--- src/rtl/ql_mult_x2_accum.sv ---
// Dual-lane pipelined MAC behind the 16x16 multiplier pair: registers each
// lane's product, accumulates windows of len products with saturation.

module ql_mult_x2_accum_lane #(
  parameter int ACC_W  = 40,
  parameter int CNT_W  = 8,
  parameter int SIGNED = 1
) (
  input  logic             clk,
  input  logic             rst_n,
  input  logic             clr,
  input  logic [CNT_W-1:0] len,
  input  logic [31:0]      cmult,
  input  logic             valid_mult,
  output logic [ACC_W-1:0] acc_out,
  output logic             acc_valid,
  output logic             ovf_out,
  output logic             busy
);

  localparam logic [ACC_W-1:0] POS_MAX = {1'b0, {(ACC_W-1){1'b1}}};
  localparam logic [ACC_W-1:0] NEG_MIN = {1'b1, {(ACC_W-1){1'b0}}};
  localparam logic [ACC_W-1:0] U_MAX   = {ACC_W{1'b1}};

  logic             p_v_q, p_v_d;
  logic [ACC_W-1:0] p_q, p_d;
  logic [ACC_W-1:0] acc_q, acc_d;
  logic [CNT_W-1:0] cnt_q, cnt_d;
  logic [CNT_W-1:0] win_q, win_d;
  logic             ovf_q, ovf_d;
  logic [ACC_W-1:0] res_q, res_d;
  logic             res_valid_q, res_valid_d;
  logic             res_ovf_q, res_ovf_d;

  logic             ext_sign;
  logic [ACC_W-1:0] product_ext;
  logic             acc_sign;
  logic             p_sign;
  logic [ACC_W:0]   sum_wide;
  logic [ACC_W-1:0] sum_sat;
  logic             clamp;
  logic [CNT_W-1:0] cnt_inc;
  logic [CNT_W-1:0] win_eff;
  logic             done;

  // Product extension and the ACC_W+1 bit saturating sum of acc and product.
  always_comb begin
    ext_sign    = (SIGNED != 0) ? cmult[31] : 1'b0;
    product_ext = {{(ACC_W-32){ext_sign}}, cmult};
    acc_sign    = (SIGNED != 0) ? acc_q[ACC_W-1] : 1'b0;
    p_sign      = (SIGNED != 0) ? p_q[ACC_W-1] : 1'b0;
    sum_wide    = {acc_sign, acc_q} + {p_sign, p_q};
    if (SIGNED != 0) begin
      clamp   = sum_wide[ACC_W] ^ sum_wide[ACC_W-1];
      sum_sat = clamp ? (sum_wide[ACC_W] ? NEG_MIN : POS_MAX) : sum_wide[ACC_W-1:0];
    end else begin
      clamp   = sum_wide[ACC_W];
      sum_sat = clamp ? U_MAX : sum_wide[ACC_W-1:0];
    end
    cnt_inc = cnt_q + CNT_W'(1);
    win_eff = (len == '0) ? CNT_W'(1) : len;
  end

  always_comb begin
    p_v_d       = valid_mult & ~clr;
    p_d         = valid_mult ? product_ext : p_q;
    acc_d       = acc_q;
    cnt_d       = cnt_q;
    win_d       = win_q;
    ovf_d       = ovf_q;
    res_d       = res_q;
    res_ovf_d   = res_ovf_q;
    res_valid_d = 1'b0;
    done        = 1'b0;

    if (clr) begin
      acc_d = '0;
      cnt_d = '0;
      ovf_d = 1'b0;
    end else if (p_v_q) begin
      if (cnt_q == '0) begin
        acc_d = p_q;
        cnt_d = CNT_W'(1);
        win_d = win_eff;
        done  = (win_eff == CNT_W'(1));
      end else begin
        acc_d = sum_sat;
        cnt_d = cnt_inc;
        ovf_d = ovf_q | clamp;
        done  = (cnt_inc == win_q);
      end
      // Window end: publish, then free the lane for a bubble-free next window.
      if (done) begin
        res_d       = acc_d;
        res_ovf_d   = ovf_d;
        res_valid_d = 1'b1;
        cnt_d       = '0;
        ovf_d       = 1'b0;
      end
    end
  end

  always_ff @(posedge clk or negedge rst_n) begin
    if (!rst_n) begin
      p_v_q       <= 1'b0;
      p_q         <= '0;
      acc_q       <= '0;
      cnt_q       <= '0;
      win_q       <= '0;
      ovf_q       <= 1'b0;
      res_q       <= '0;
      res_valid_q <= 1'b0;
      res_ovf_q   <= 1'b0;
    end else begin
      p_v_q       <= p_v_d;
      p_q         <= p_d;
      acc_q       <= acc_d;
      cnt_q       <= cnt_d;
      win_q       <= win_d;
      ovf_q       <= ovf_d;
      res_q       <= res_d;
      res_valid_q <= res_valid_d;
      res_ovf_q   <= res_ovf_d;
    end
  end

  assign acc_out   = res_q;
  assign acc_valid = res_valid_q;
  assign ovf_out   = res_ovf_q;
  assign busy      = p_v_q | (cnt_q != '0);

endmodule

module ql_mult_x2_accum #(
  parameter int ACC_W  = 40,
  parameter int CNT_W  = 8,
  parameter int SIGNED = 1
) (
  input  logic             clk,
  input  logic             rst_n,
  input  logic             clr,
  input  logic [CNT_W-1:0] len,
  input  logic [31:0]      Cmult1,
  input  logic             Valid_mult1,
  input  logic [31:0]      Cmult2,
  input  logic             Valid_mult2,
  output logic [ACC_W-1:0] Acc1,
  output logic             Acc1_valid,
  output logic             Ovf1,
  output logic [ACC_W-1:0] Acc2,
  output logic             Acc2_valid,
  output logic             Ovf2,
  output logic             busy
);

  logic busy1;
  logic busy2;

  ql_mult_x2_accum_lane #(.ACC_W(ACC_W), .CNT_W(CNT_W), .SIGNED(SIGNED)) u_lane1 (
    .clk        (clk),
    .rst_n      (rst_n),
    .clr        (clr),
    .len        (len),
    .cmult      (Cmult1),
    .valid_mult (Valid_mult1),
    .acc_out    (Acc1),
    .acc_valid  (Acc1_valid),
    .ovf_out    (Ovf1),
    .busy       (busy1)
  );

  ql_mult_x2_accum_lane #(.ACC_W(ACC_W), .CNT_W(CNT_W), .SIGNED(SIGNED)) u_lane2 (
    .clk        (clk),
    .rst_n      (rst_n),
    .clr        (clr),
    .len        (len),
    .cmult      (Cmult2),
    .valid_mult (Valid_mult2),
    .acc_out    (Acc2),
    .acc_valid  (Acc2_valid),
    .ovf_out    (Ovf2),
    .busy       (busy2)
  );

  assign busy = busy1 | busy2;

endmodule

--- config.mk ---
export PLATFORM = sky130hd
export DESIGN_NAME = ql_mult_x2_accum
export DESIGN_NICKNAME = d
export VERILOG_FILES = /design/src/rtl/ql_mult_x2_accum.sv
export SDC_FILE = /design/constraint.sdc
export NUM_CORES = 1
export LEC_CHECK = 0
export CAP_MARGIN = 15
export CORE_AREA = 2 2 149 297
export CTS_CLUSTER_SIZE = 16
export DETAILED_ROUTE_END_ITERATION = 10
export DIE_AREA = 0 0 151 299
export PLACE_DENSITY = 0.65
export SETUP_SLACK_MARGIN = 0.05
export SYNTH_ARGS = -nofsm -noshare
export SYNTH_HDL_FRONTEND = slang
export SYNTH_SLANG_ARGS = --single-unit
export TNS_END_PERCENT = 1
--- constraint.sdc ---
create_clock -name clk -period 6.8 [get_ports clk]
set_input_delay 1.36 -clock clk [delete_from_list [all_inputs] [get_ports clk]]
set_output_delay 1.36 -clock clk [all_outputs]
set_load 0.05 [all_outputs]
---- After elaboration in Yosys (flattened, before gate mapping) ----
Cells that the tools add are included.
word-level totals
  bits in registers ....................... 264
  bits of input ports ..................... 77
  output and inout port bits .............. 85
  logic and storage cells ................. 85
operators by class
  add/sub/neg operators ................... 4
  equality and inequality tests ........... 3
  mux-type cells .......................... 39
  bitwise logic cells ..................... 10
  reductions and logical operators ........ 11
operators with widths
  operator                                                          number
  40-bit 2-to-1 mux                                                 10
  40-bit by 32-bit adder with 41-bit output                         2
  8-bit 2-to-1 mux                                                  9
  8-bit zero test                                                   3
  1-bit 2-to-1 mux                                                  20
  8-bit by 1-bit adder with 8-bit output (second input constant)    2
  8-bit == test                                                     2
  8-bit nonzero test                                                2
  3-bit AND reduction                                               4
  8-bit by 1-bit == test with 1-bit output (second input constant)  1
  1-bit OR                                                          5
  2-bit nonzero test                                                2
  1-bit AND                                                         2
  1-bit bitwise XOR                                                 2
  1-bit inverter                                                    1

---- Longest topological paths before layout ----
Gate-level depths: netlist of the first run.
  depth in word-level cells ............... 9
  depth in mapped cells ................... 14

---- By module ----
Synthesis of the first run repeated with hierarchy kept, for this count alone.
second synthesis, totals
  cells, all modules ...................... 1759
  area, all modules ....................... 16377.0 sq um
modules (own cells, without submodules)
  module                            instances  cells an instance  area each (sq um)  seq. area each (sq um)
  ql_mult_x2_accum_lane at u_lane1  1          879                8376.8             3303.2
  ql_mult_x2_accum_lane at u_lane2  1          879                7993.9             3303.2
  ql_mult_x2_accum                  1          1                  6.3                0.0

---- Worst setup path before layout of the first run ----
OpenSTA, ideal clock, no wires.
  path kind ............................... input port to flip-flop
  from .................................... input len[5]
  to ...................................... register u_lane2.res_q[1] (netlist: u_lane2.acc_out[1])
  setup time .............................. 83 ps
  arrival time ............................ 3260 ps
  setup slack ............................. 3457 ps
  stages on the path ...................... 9
  cells stage by stage .................... or4_1 -> nor4_1 -> nand2_1 -> o41ai_1 -> nand2_1 -> clkinv_1 -> buf_1 -> o21ai_0 -> o21ai_0
between the ends
  longest elaborated chain between the ends .. 7
ends and longest elaborated chain
  element                                     RTL line  RTL
  start, declared                             142       input logic [CNT_W-1:0] len,
  8-bit zero test                             61        win_eff = (len == '0) ? CNT_W'(1) : len;
  8-bit 2-to-1 mux *                          61
  8-bit by 1-bit == test with 1-bit output *  85        done = (win_eff == CNT_W'(1));
  1-bit 2-to-1 mux *                          81        if (cnt_q == '0) begin
  1-bit 2-to-1 mux *                          80        end else if (p_v_q) begin
  1-bit 2-to-1 mux *                          76        if (clr) begin
  3-bit AND reduction (no source line) *      --
  end signal, assigned                        121       res_q <= res_d;
  end, declared                               31        logic [ACC_W-1:0] res_q, res_d;
Every way passes the cells marked *; elsewhere a longest branch is shown, timed or not. The select of a mux whose other input is x is not followed.
A chain may end at the register's enable or synchronous reset.

---- Final worst setup path of the first run ----
  from .................................... register u_lane2.p_q[0]
  to ...................................... register u_lane2.acc_q[15]
between the ends
  longest elaborated chain between the ends .. 6
  elaborated cells on any way between the ends .. 7
  those cells by class .................... add/sub: 1; mux: 5; bitwise: 1
ends and longest elaborated chain
  element                                                 RTL line  RTL
  start, declared                                         26        logic [ACC_W-1:0] p_q, p_d;
  start signal, assigned                                  116       p_q <= p_d;
  40-bit by 32-bit adder with 41-bit output *             52        sum_wide = {acc_sign, acc_q} + {p_sign, p_q};
  40-bit 2-to-1 mux or 1-bit bitwise XOR (tied branches)  55, 54
  40-bit 2-to-1 mux *                                     55        sum_sat = clamp ? (sum_wide[ACC_W] ? NEG_MIN : POS_MAX) : sum_wide[ACC_W-1:0];
  40-bit 2-to-1 mux *                                     81
  40-bit 2-to-1 mux *                                     80
  40-bit 2-to-1 mux *                                     76
  end signal, assigned                                    107       acc_q <= '0;
  end signal, assigned                                    117       acc_q <= acc_d;
  end, declared                                           27        logic [ACC_W-1:0] acc_q, acc_d;
Marked as above.

==> results of run 1 <==
-- power by group --
part / switching, W / internal, W / leakage (nW) / total (W)
clock: 0.000673 / 0.000990 / 0.483 / 0.00166
combinational: 0.00101 / 0.000581 / 4.82 / 0.00159
sequential: 0.000120 / 0.00171 / 3.36 / 0.00183
total: 0.00181 / 0.00328 / 8.67 / 0.00509
-- layout by cell type, fill, tap and decap left out, types with 6 or more instances in the layout --
master and count:
clkbuf_16 27, a311oi_1 7, nand2b_1 19, o21ai_1 8, a221o_1 6, xor2_1 32
nor3_1 19, a211oi_1 63, o21ai_0 133, a21o_1 58, nor2_1 208, o31ai_1 25
and3_1 21, inv_1 36, clkbuf_8 7, dfrtp_1 262, a22o_1 8, clkdlybuf4s50_1 157
o21a_1 18, nor4_1 8, a2111oi_1 10, a41oi_1 9, a31oi_1 29, ha_1 84
o21bai_1 16, xnor2_1 52, nand2_1 185, nor2b_1 15, or3_1 14, buf_4 14
mux2_2 79, o211ai_1 15, a2111oi_0 8, a21oi_1 154, and4_1 7, nand3_1 40
and2_1 15, nand4_1 20
-- through the flow --
step / cell area, µm² / cells / hold WS (ns) / setup WS (ns) / util [%]
finish: 19900 / 2560 / 0.478 / 1.97 / 46.3
global route: 19900 / 2560 / 0.499 / 1.51 / 46.3
CTS: 19900 / 2560 / 0.482 / 2.02 / 46.3
detailed placement: 18900 / 2513 / 0.465 / 1.95 / 44.0
global placement: 18900 / 2513 / 0.459 / 2.02 / 44.0
floorplan: 17000 / 1906 / 0.455 / 3.46 / -
-- critical path, cell delays in order (launching register included) --
cell	delay, ns
dfrtp_1	0.39
ha_1	0.21
inv_1	0.07
fa_1	0.40
nand2b_1	0.18
a21oi_1	0.22
o21ai_0	0.24
o41ai_2	0.54
nand3_1	0.22
a21oi_1	0.71
and3_1	0.62
buf_4	0.38
o21ai_0	0.17
a311oi_1	0.35
-- logic make-up after synthesis --
logic type | after synthesis | synth area share (%)
flip-flops | 264 | 38.9
XOR/XNOR | 86 | 4.56
adder cells (fa/ha/maj) | 88 | 6.54
AO/OA/AOI/OAI | 636 | 24.9
AND/OR/NAND/NOR | 594 | 16.0
buffers and inverters | 156 | 3.75
multiplexers | 82 | 5.41
-- worst max path at each step --
stage / start / end / slack, ns / cells after the start
final: u_lane2.p_q[0] / u_lane2.acc_q[15] / 1.97 / 13
after floorplan: len[5] / u_lane2.acc_out[1] / 3.46 / 9
after detailed placement: len[5] / u_lane2.acc_out[20] / 1.95 / 10
after global routing: u_lane2.p_q[0] / u_lane2.acc_q[15] / 1.51 / 13
after CTS: u_lane2.p_q[0] / u_lane2.acc_q[15] / 2.02 / 13
after global placement: len[5] / u_lane2.acc_out[20] / 2.02 / 10
-- layer usage --
metal | vias up | track usage [%] | share of wire (%) | wire length, µm
met4 | 0 | 7.01 | 2.9 | 1500
li1 | 7172 | - | - | -
met1 | 7281 | 32.2 | 45 | 23300
met5 | - | 0 | 0 | 0
met3 | 89 | 3.62 | 6.3 | 3240
met2 | 475 | 35.6 | 45 | 23200
-- flip-flops by register name (all words and copies together), names as in the netlist, 8 cells and up --
signal,flops
u_lane1.win_q,8
u_lane2.acc_q,40
u_lane1.acc_q,40
u_lane2.win_q,8
u_lane2.acc_out,40
u_lane1.p_q,32
u_lane2.cnt_q,8
u_lane1.cnt_q,8
u_lane1.acc_out,40
u_lane2.p_q,32
-- final cells by class --
type | count | area [µm²] | area share, %
clock buffer | 35 | 776 | 3.90
tap | 550 | 688 | 3.46
sequential | 264 | 6610 | 33.2
timing repair buffer | 176 | 1730 | 8.68
inverter | 37 | 139 | 0.698
multi-input combinational | 1486 | 9750 | 49.0
clock inverter | 12 | 196 | 0.988
==> metrics, run 1 <==
status=completed; Synth cell types=91; top_reg_cell synth=dfrtp_1; initial antenna violation count=0; RSZ-0062 raised after global routing=false; Via-to-Cell Ratio=between 5 and 6; pwr/cell area=256 nW/µm²; CTS Buffer Depth=3; total power=just over 0.005 W; Critical R2R Capture=u_lane2.acc_q[15]; crit path max fanout=19; Port Buf Inserts=161; Hold Path Depth=2; cell row count=108; syn_nets=2,069; post-synth top area share=about two fifths; Final ANT Viol Nets=0; count of final hold-check violations=0; relative slew slack=29.9%; Worst Tran Pin Value=1.05 ns; starting DRC count in detailed routing=935; H-tree Lvls=1; Fillers=between 4k and 5k; Final setup viols=0; Hold Path Origin=u_lane1.acc_out[30]; vias after detailed routing=15.0k; drt first pass iters=7; Starting Density=39.5%; area leader, netlist=dfrtp_1; Gate Count Post-Synth=around 1.9k; All-Layer GR Usage=22.7%; area growth from synthesis to layout=17.0%; Setup Buffers After CTS=0; Hold Crit Class=reg2reg; synthesized area=17,000 µm²; Avg Inst Size Synth=8.92 µm²; maximum vdd drop=a little under 0.2 mV; crit start category=register; clock transition at the registers of the reported paths=0.07 ns; post-detail-place hpwl=35,700 µm; global-route wire length before repair=82,400 µm; WL/cell=approximately 20 µm; clock latency on the worst-skew pair=0.58 ns; vias in the first global route=14.8k; Async SR Flop Fraction=100%; TritonCTS clock tree=built; Hold Path End=u_lane1.acc_out[30]; Final Cycle Share=71.0%; antenna diode count=0; die area=~45,000 µm²; setup TNS=0 ns; top-count cell post-synth=dfrtp_1; Die X=151 µm; reg-to-reg setup timing slack=1.97 ns; routed wire length=51,300 µm; CORE AREA=43,000 µm²; Post-synth top cells=264 x dfrtp_1, 208 x nor2_1, 186 x nand2_1, 154 x a21oi_1, 133 x o21ai_0; cts hold-fix bufs=0; synth top area cells=dfrtp_1 39%, ha_1 6.2%, mux2_2 5.2%; total CTS buffers=27; number of enable flip-flop cells after synthesis=0; critical path data required time=7.27 ns; f_max=207 MHz; P_leak=8.67 nW; critical path class=reg2reg; routability-driven placement congestion ratio=~0.88; Die Span Y=299 µm; share of layout cells above drive strength 1=a little under 9%; largest net degree at the start of global routing=137; post-route DRC violation count=0; worst r2r src=u_lane2.p_q[0]; reg2reg path depth=13; # Max-Cap Violations=0; CP endpoint kind=register; Final min period=4.83 ns; clk sinks=264; Synth Register Bits=264; Layout Skew=0.0210 ns; final slew viol count=0; CTS root buf=clkbuf_16; YS warnings=0; register area share after synthesis=38.9%; Post-CTS Resized=0; boundary pin count=162; GRT overflow=0; nets=2,155; data arrival time of the worst path=5.29 ns
No activity file was read; power rests on OpenSTA's default activity.
==> run 2: changes to the inputs <==
clock period = 4.9 ns   (was 6.8 ns; I/O delays follow)
==> metrics, run 2 (synthesis results as in run 1) <==
status=completed; post-detail-place hpwl=36,900 µm; worst setup path start=u_lane2.p_q[0]; relative slew slack=between 30% and 40%; CTS root buf=clkbuf_16; routed wire length=52,300 µm; Max stage delay on crit path=0.55 ns; final hold slack=between 0.4 and 0.5 ns; Setup Buffers After CTS=0; GRT overflow=0; Slowest cell on crit path=a21oi_1; reg-to-reg setup timing slack=about 0.74 ns; Port Buf Inserts=161; cell row count=108; count of final hold-check violations=0; Final setup viols=0; Worst Tran Pin Value=0.979 ns; setup ws final=0.736 ns; largest net degree at the start of global routing=107; Layout Skew=0.0162 ns; Die Span Y=between 200 and 300 µm; vias after detailed routing=15.2k; worst r2r src=u_lane2.p_q[0]; Final Cycle Share=85.0%; drt first pass iters=8; clk sinks=264; Die X=151 µm; post-route DRC violation count=0; most frequent cells in the layout=262 x dfrtp_1, 208 x nor2_1, 185 x nand2_1; worst slack, placed=0.666 ns; final slew viol count=0; die area=between 40,000 and 50,000 µm²; crit path max fanout=12; # Max-Cap Violations=0; f_max=240 MHz; setup TNS=0 ns; initial antenna violation count=1; critical path data required time=5.37 ns; nets=2,168; met2 Usage GRT=35.8%; Final Util=46.5%; grt met1 use=33.5%; Hold Crit Class=in2async; clock latency on the worst-skew pair=0.58 ns; Final ANT Viol Nets=0; WL/cell=roughly 20 µm; CORE AREA=43,000 µm²; data arrival time of the worst path=4.63 ns; routability-driven placement congestion ratio=0.939; Post-CTS Resized=0; RSZ-0062 raised after global routing=false; met3 GRT Util=around 3.2%; share of layout cells above drive strength 1=9.24%; antenna diode count=0; Most Crowded Layer GR=met2; Starting Density=39.5%; P_leak=8.72 nW; commonest non-fill, non-tap cell in the layout=dfrtp_1; H-tree Lvls=1; Fillers=between 4k and 5k; cells along the critical path=ha_1 > inv_1 > fa_1 > nand2b_1 > a21oi_1 > o21ai_0 > o41ai_2 > buf_4 > nand3_1 > a21oi_1 > and3_1 > buf_4 > o21ai_1 > a311oi_1; Final min period=between 4 and 5 ns; critical path class=reg2reg; All-Layer GR Usage=23.0%; maximum vdd drop=around 0.32 mV; CP bufs+invs=3; area growth from synthesis to layout=17.6%; cell family with most CP delay=compound AO/OA/AOI/OAI gates; boundary pin count=~160; pwr/cell area=between 300 and 400 nW/µm²; global-route wire length before repair=82,900 µm; vias in the first global route=14.8k; CTS Buffer Depth=3; total CTS buffers=27; crit start category=register; CP endpoint kind=register; TritonCTS clock tree=built; total power=slightly above 0.007 W; starting DRC count in detailed routing=1,040; cts hold-fix bufs=0; clock transition at the registers of the reported paths=0.07 ns; Via-to-Cell Ratio=between 5 and 6
## run 2: cell types whose count changed in the layout (fill, tap and decap cells not counted)
| cell | change |
|---|---|
| clkinv_2 | -1 |
| buf_12 | +1 |
| clkinv_4 | -2 |
| clkbuf_8 | -1 |
| clkinvlp_4 | +4 |
| buf_4 | +12 |
## run 2: final cells by class
cell class              instances  area [µm²]  share of cell area (%)
clock buffers                  34         762                    3.81
inverters                      37         139                   0.695
clock inverters                13         204                    1.02
flip-flops and latches        264        6610                    33.1
repair buffers                189        1840                    9.19
well taps                     550         688                    3.44
multi-input cells            1486        9750                    48.8
## run 2: metrics by stage
stage / instance area [µm²] / instances
after floorplan: 17000 / 1906
after global placement: 19000 / 2526
after detailed placement: 19000 / 2526
after CTS: 20000 / 2573
after global routing: 20000 / 2573
final: 20000 / 2573
## run 2: path summary, 6_finish.rpt
| path | endpoint | depth (start not counted) |
|---|---|---|
| worst max-delay path | u_lane2.acc_q[21] | 14 |
| worst min-delay path | u_lane2.acc_q[25] | 1 |
| worst max register to register | u_lane2.acc_q[21] | 14 |
| worst min register to register | u_lane1.acc_out[22] | 2 |
| max in group asynchronous | u_lane2.p_v_q | 2 |
| min in group clk | u_lane1.acc_out[22] | 2 |
## run 2: power by group
| group | internal (W) | switching [W] | total [W] |
|---|---|---|---|
| logic | 0.000832 | 0.00141 | 0.00224 |
| clock network | 0.00136 | 0.000940 | 0.00230 |
| registers | 0.00237 | 0.000167 | 0.00254 |
## run 2: worst register-to-register path: stages (launching register included)
cell,delay (ns)
dfrtp_1,0.38
ha_1,0.21
inv_1,0.06
fa_1,0.39
nand2b_1,0.18
a21oi_1,0.23
o21ai_0,0.26
o41ai_2,0.26
buf_4,0.19
nand3_1,0.12
a21oi_1,0.55
and3_1,0.53
buf_4,0.27
o21ai_1,0.11
a311oi_1,0.33
## run 2: metal layers
layer  part of all wire (%)  wire length [µm]  vias to the layer above
met5                  0.023                12                        -
met4                    2.8              1440                        2
met3                    6.2              3250                       85
met2                     45             23600                      468
met1                     46             24000                     7421
li1                       -                 -                     7189
